--- src/rtl/mask_gen_pkg.sv ---
// Shared constants and FSM encoding for the left/right bound-mask decoder.
//   MASK_W  : mask width in bits
//   CHUNK_W : bits examined per cycle from each end of the mask
//   N_CHUNK : scan cycles needed to cover the mask
//   IDX_W   : width of the reported bound indices
//   CNT_W   : width of the scan-cycle counter
package mask_gen_pkg;

  localparam int unsigned MASK_W  = 512;
  localparam int unsigned CHUNK_W = 32;
  localparam int unsigned N_CHUNK = 16;
  localparam int unsigned IDX_W   = 9;
  localparam int unsigned CNT_W   = $clog2(N_CHUNK);

  typedef enum logic [1:0] {
    ST_IDLE = 2'd0,
    ST_SCAN = 2'd1,
    ST_DONE = 2'd2
  } state_t;

endpackage

--- src/rtl/run_count_32bit.sv ---
// Combinational run/population counter for one 32-bit chunk.
//   data          : chunk to examine
//   all_ones      : every bit of data is one
//   leading_ones  : consecutive ones from bit 31 downward (0..32)
//   trailing_ones : consecutive ones from bit 0 upward (0..32)
//   popcount      : number of set bits (0..32)
module run_count_32bit (
  input  logic [31:0] data,
  output logic        all_ones,
  output logic [5:0]  leading_ones,
  output logic [5:0]  trailing_ones,
  output logic [5:0]  popcount
);

  logic run_l;
  logic run_t;

  always_comb begin
    all_ones      = &data;
    leading_ones  = '0;
    trailing_ones = '0;
    popcount      = '0;
    run_l         = 1'b1;
    run_t         = 1'b1;
    for (int unsigned i = 0; i < 32; i++) begin
      // run_* stays high only while the unbroken run continues from its end
      run_l         = run_l & data[31 - i];
      run_t         = run_t & data[i];
      leading_ones  = leading_ones + {5'b0, run_l};
      trailing_ones = trailing_ones + {5'b0, run_t};
      popcount      = popcount + {5'b0, data[i]};
    end
  end

endmodule

--- src/rtl/mask_bound_extract_512bit.sv ---
// Decodes a left/right bound mask (a run of ones from the MSB plus a run of
// ones from the LSB) over N_CHUNK cycles, scanning one chunk from each end
// per cycle and accumulating a total popcount to detect stray ones.
//   i_clk               : clock, rising edge
//   i_rst               : asynchronous active-high reset
//   i_trig              : start pulse, captures i_mask (ignored while scanning)
//   i_mask              : mask to decode
//   o_done              : result valid (level, held until next accepted i_trig)
//   o_bound_index_left  : ones counted from the MSB downward
//   o_bound_index_right : ones counted from the LSB upward
//   o_full              : every mask bit is one
//   o_err               : a one lies between the two runs
module mask_bound_extract_512bit
  import mask_gen_pkg::*;
#(
  parameter int unsigned MASK_W  = mask_gen_pkg::MASK_W,
  parameter int unsigned CHUNK_W = mask_gen_pkg::CHUNK_W
) (
  input  logic              i_clk,
  input  logic              i_rst,
  input  logic              i_trig,
  input  logic [MASK_W-1:0] i_mask,
  output logic              o_done,
  output logic [IDX_W-1:0]  o_bound_index_left,
  output logic [IDX_W-1:0]  o_bound_index_right,
  output logic              o_full,
  output logic              o_err
);

  localparam int unsigned CW = IDX_W + 1;  // counts reach MASK_W

  state_t              state;
  logic [MASK_W-1:0]   mask_q;
  logic [CNT_W-1:0]    scan_cnt;
  logic [CW-1:0]       left_cnt, right_cnt, pop_cnt;
  logic [CW-1:0]       left_nxt, right_nxt, pop_nxt;
  logic                left_act, right_act;
  logic [IDX_W-1:0]    base;
  logic [CHUNK_W-1:0]  left_chunk, right_chunk;
  logic [CW:0]         run_sum;

  logic                l_all, r_all;
  logic [5:0]          l_lead, r_trail, p_pop;
  logic [5:0]          l_unused_trail, l_unused_pop;
  logic [5:0]          r_unused_lead, r_unused_pop;
  logic                p_unused_all;
  logic [5:0]          p_unused_lead, p_unused_trail;

  // Left chunk [MASK_W-1-base -: CHUNK_W] expressed as an ascending select.
  assign base        = IDX_W'(scan_cnt) * IDX_W'(CHUNK_W);
  assign right_chunk = mask_q[base +: CHUNK_W];
  assign left_chunk  = mask_q[(IDX_W'(MASK_W - CHUNK_W) - base) +: CHUNK_W];

  run_count_32bit u_left (
    .data          (left_chunk),
    .all_ones      (l_all),
    .leading_ones  (l_lead),
    .trailing_ones (l_unused_trail),
    .popcount      (l_unused_pop)
  );

  run_count_32bit u_right (
    .data          (right_chunk),
    .all_ones      (r_all),
    .leading_ones  (r_unused_lead),
    .trailing_ones (r_trail),
    .popcount      (r_unused_pop)
  );

  run_count_32bit u_pop (
    .data          (right_chunk),
    .all_ones      (p_unused_all),
    .leading_ones  (p_unused_lead),
    .trailing_ones (p_unused_trail),
    .popcount      (p_pop)
  );

  // A run count keeps growing only while every chunk so far was all ones;
  // the first broken chunk contributes its partial run and freezes it.
  always_comb begin
    left_nxt  = left_cnt;
    right_nxt = right_cnt;
    if (left_act)
      left_nxt = left_cnt + (l_all ? CW'(CHUNK_W) : CW'(l_lead));
    if (right_act)
      right_nxt = right_cnt + (r_all ? CW'(CHUNK_W) : CW'(r_trail));
    pop_nxt = pop_cnt + CW'(p_pop);
    run_sum = {1'b0, left_nxt} + {1'b0, right_nxt};
  end

  always_ff @(posedge i_clk or posedge i_rst) begin
    if (i_rst) begin
      state               <= ST_IDLE;
      mask_q              <= '0;
      scan_cnt            <= '0;
      left_cnt            <= '0;
      right_cnt           <= '0;
      pop_cnt             <= '0;
      left_act            <= 1'b0;
      right_act           <= 1'b0;
      o_done              <= 1'b0;
      o_bound_index_left  <= '0;
      o_bound_index_right <= '0;
      o_full              <= 1'b0;
      o_err               <= 1'b0;
    end else begin
      case (state)
        ST_IDLE, ST_DONE: begin
          if (i_trig) begin
            state     <= ST_SCAN;
            mask_q    <= i_mask;
            scan_cnt  <= '0;
            left_cnt  <= '0;
            right_cnt <= '0;
            pop_cnt   <= '0;
            left_act  <= 1'b1;
            right_act <= 1'b1;
            o_done    <= 1'b0;
          end
        end
        ST_SCAN: begin
          left_cnt  <= left_nxt;
          right_cnt <= right_nxt;
          pop_cnt   <= pop_nxt;
          left_act  <= left_act & l_all;
          right_act <= right_act & r_all;
          scan_cnt  <= scan_cnt + 1'b1;
          if (scan_cnt == CNT_W'(N_CHUNK - 1)) begin
            state  <= ST_DONE;
            o_done <= 1'b1;
            if (left_nxt == CW'(MASK_W)) begin
              o_full              <= 1'b1;
              o_bound_index_left  <= '1;
              o_bound_index_right <= '1;
              o_err               <= 1'b0;
            end else begin
              o_full              <= 1'b0;
              o_bound_index_left  <= left_nxt[IDX_W-1:0];
              o_bound_index_right <= right_nxt[IDX_W-1:0];
              o_err               <= run_sum != {1'b0, pop_nxt};
            end
          end
        end
        default: state <= ST_IDLE;
      endcase
    end
  end

endmodule

--- config.mk ---
export PLATFORM = sky130hd
export DESIGN_NAME = mask_bound_extract_512bit
export DESIGN_NICKNAME = d
export VERILOG_FILES = /design/src/rtl/mask_gen_pkg.sv /design/src/rtl/run_count_32bit.sv /design/src/rtl/mask_bound_extract_512bit.sv
export SDC_FILE = /design/constraint.sdc
export NUM_CORES = 2
export LEC_CHECK = 0
export CORE_MARGIN = 2
export CORE_UTILIZATION = 35
export CTS_BUF_LIST = sky130_fd_sc_hd__clkbuf_4
export DETAILED_ROUTE_END_ITERATION = 10
export GPL_TIMING_DRIVEN = 0
export SETUP_SLACK_MARGIN = 0.15
export SYNTH_ARGS = -nofsm -noshare
export SYNTH_HDL_FRONTEND = slang
export SYNTH_SLANG_ARGS = --single-unit
--- constraint.sdc ---
create_clock -name i_clk -period 51.3 [get_ports i_clk]
set_input_delay 5.13 -clock i_clk [delete_from_list [all_inputs] [get_ports i_clk]]
set_output_delay 5.13 -clock i_clk [all_outputs]
set_load 0.05 [all_outputs]
==> results.yml <==
worst_setup_path:
  critPathMostFrequentCell: "fa_1"
  slowest_delay_ps: 780
  crit_required_ps: 52210
  cp_slowest_cell: "clkbuf_1"
  path_class: "reg -> reg"
  arrival_ps: 15650
  cp-start-kind: "flop"
  path_max_fanout: 10
  endpoint_kind: "flop"
  ff2ff_path_depth: 46
layout:
  drive_above_1_share_pct: 15.4
  nets: 4756
  syn2layout_area_growth_pct: 27.0
  final_cell_mix: "1,634 x nand2_1, 571 x dfrtp_1, 535 x clkdlybuf4s50_1, 286 x mux4_2, 239 x clkbuf_4"
  final_common_cell: "nand2_1"
placement:
  place_hpwl_mm: 123
  portBuffers: 535
  place_congestion: 0.948
floorplanning:
  die-area_um2: 99900
  pin_count: 536
  die_h_um: 316
  core-area_um2: 96600
  die_w_um: 316
  rows: 114
  start_util_pct: 35.3
sta:
  worst_slew_pin_slew_ps: 1300
  final.setup.tns_ps: 0
  max_slew_margin_pct: 13.2
  clock.fmax_mhz: 67.8
  maxSlewViolCount: 0
  setup_viol: 0
  rsz0062_at_grt: "no"
  fin_skew_ps: 80.6
  min_period_over_period_pct: 28.7
  finalHoldViolations: 0
  min_period_ps: 14740
clocking:
  ctsResizeCount: 0
  cts_hold_buf: 0
  post_cts_buffers: 0
  root_buffer: "clkbuf_4"
  clk_latency_ps: 1090
  htreeDepth: 4
  cts.clk_slew.worst_paths_ps: 60
  cts_tree: "built"
  clock-sinks: 571
  cts_buffers: 165
  cts_max_path_buffers: 3
synth:
  synth_area_per_cell_um2: 10.0
  ys_ff_latch: 571
  synth-edff-count: 0
  yosysWarnings: 0
  synth_ff_type: "dfrtp_1"
  syn_inst: 3405
  synth_seq_area_share_pct: 41.9
  synth_nets: 4049
  synth_async_sr_flop_share_pct: 100
  synth_area_um2: 34100
  ys_types: 79
global_routing:
  grt-ovfl-total: 0
  antenna_found_initial: 14
  grt_use_total_pct: 33.0
  grt_first_pass_wirelength_mm: 229
  grt_max_degree: 126
  grt_pass1_vias: 31600
route:
  dr.pass1.iters: 5
  wl_per_cell_um: 29.6
  totalWireLength_mm: 163
  drt_iter0_markers: 3927
  ant_nets: 0
  viasPerCell: 5.65
  dr_total_vias: 31200
  drc: 0
hold_path:
  whs_path_depth: 2
  hold_class: "reg -> reg"
run_status:
  status: "complete, no violations"
flow_run:
  cap_violations: 0
[final cells by class]
class / count / area [µm²]
Antenna cell: 16 / 40.0
Buffer: 211 / 1190
Clock buffer: 239 / 1790
Clock inverter: 41 / 253
Fill cell: 9442 / 53300
Inverter: 134 / 510
Multi-Input combinational cell: 2489 / 18100
Sequential cell: 571 / 14300
Tap cell: 1276 / 1600
Timing Repair Buffer: 540 / 5490
[sequential cells by signal, indices dropped and copies added (netlist names), 2 cells and up]
register	cells
mask_q	512
left_cnt	10
pop_cnt	10
right_cnt	10
o_bound_index_left	9
o_bound_index_right	9
scan_cnt	4
state	2
[per-stage QoR]
stage               setup WS, ps  instance area (µm²)  hold WS [ps]  instances  util [%]
floorplan                  30200                34100           454       3405         -
global placement           22350                41000           466       5216      42.5
detailed placement         36960                41200           464       5221      42.6
CTS                        36910                43200           478       5501      44.7
global route               36190                43200           500       5514      44.8
finish                     36560                43300           473       5517      44.8
[metal layers]
layer  part of all wire, %  up-vias  track usage, %
met4                   5.8       14            17.1
met5                 0.054        -               0
met1                    38    15600            42.0
met3                    11      481            9.57
li1                      -    13000               -
met2                    45     2168            51.0
[cell usage after synthesis, drive strengths merged, types with 10 or more instances]
library cell	instances	share of area (%)
a211oi	10	0.22
a21o	13	0.29
a21oi	31	0.46
a22o	21	0.54
and2	11	0.21
and3	26	0.48
buf	87	2.1
clkbuf	124	1.4
dfrtp	571	42
fa	76	4.5
ha	53	1.9
inv	133	1.5
mux2i	15	0.44
mux4	298	20
nand2	1634	18
nand2b	10	0.21
nand3	19	0.28
nor2	40	0.44
nor2b	12	0.22
o21ai	46	0.68
o22a	19	0.49
xnor2	27	0.69
[worst paths after layout]
check / start / end / slack (ps)
worst max-delay path: scan_cnt[1] / o_err / 36560
worst min-delay path: o_done / o_done / 470
worst max register to register: scan_cnt[1] / o_err / 36560
worst min register to register: o_done / o_done / 470
max in group asynchronous: i_rst / mask_q[324] / 44790
min in group asynchronous: i_rst / mask_q[94] / 4450
[cells by family (layout without fill, tap and decap cells)]
logic type	Yosys count	count (layout)	share of synthesized area [%]
mux	322	322	20.6
other cells	0	16	0
compound gates	193	193	4.01
flops	571	571	41.9
xor+xnor	36	36	0.926
buf+inv	345	1165	4.98
fa+ha+maj	129	129	6.41
simple gates	1809	1809	21.2
[worst max-delay path: cells and delay by family (launching register included)]
family                     cells  cell delay, ps
muxes                          2             990
buffers and inverters         13            3830
xor gates and xnor gates       2             400
and+or+nand+nor                9            1520
DFF                            1             470
AOI/OAI and AO/OA              9            2320
adders and majority gates     11            4960
Power is not shown: default switching activity piles up to over one toggle a cycle in this logic, so the estimate is an artifact.
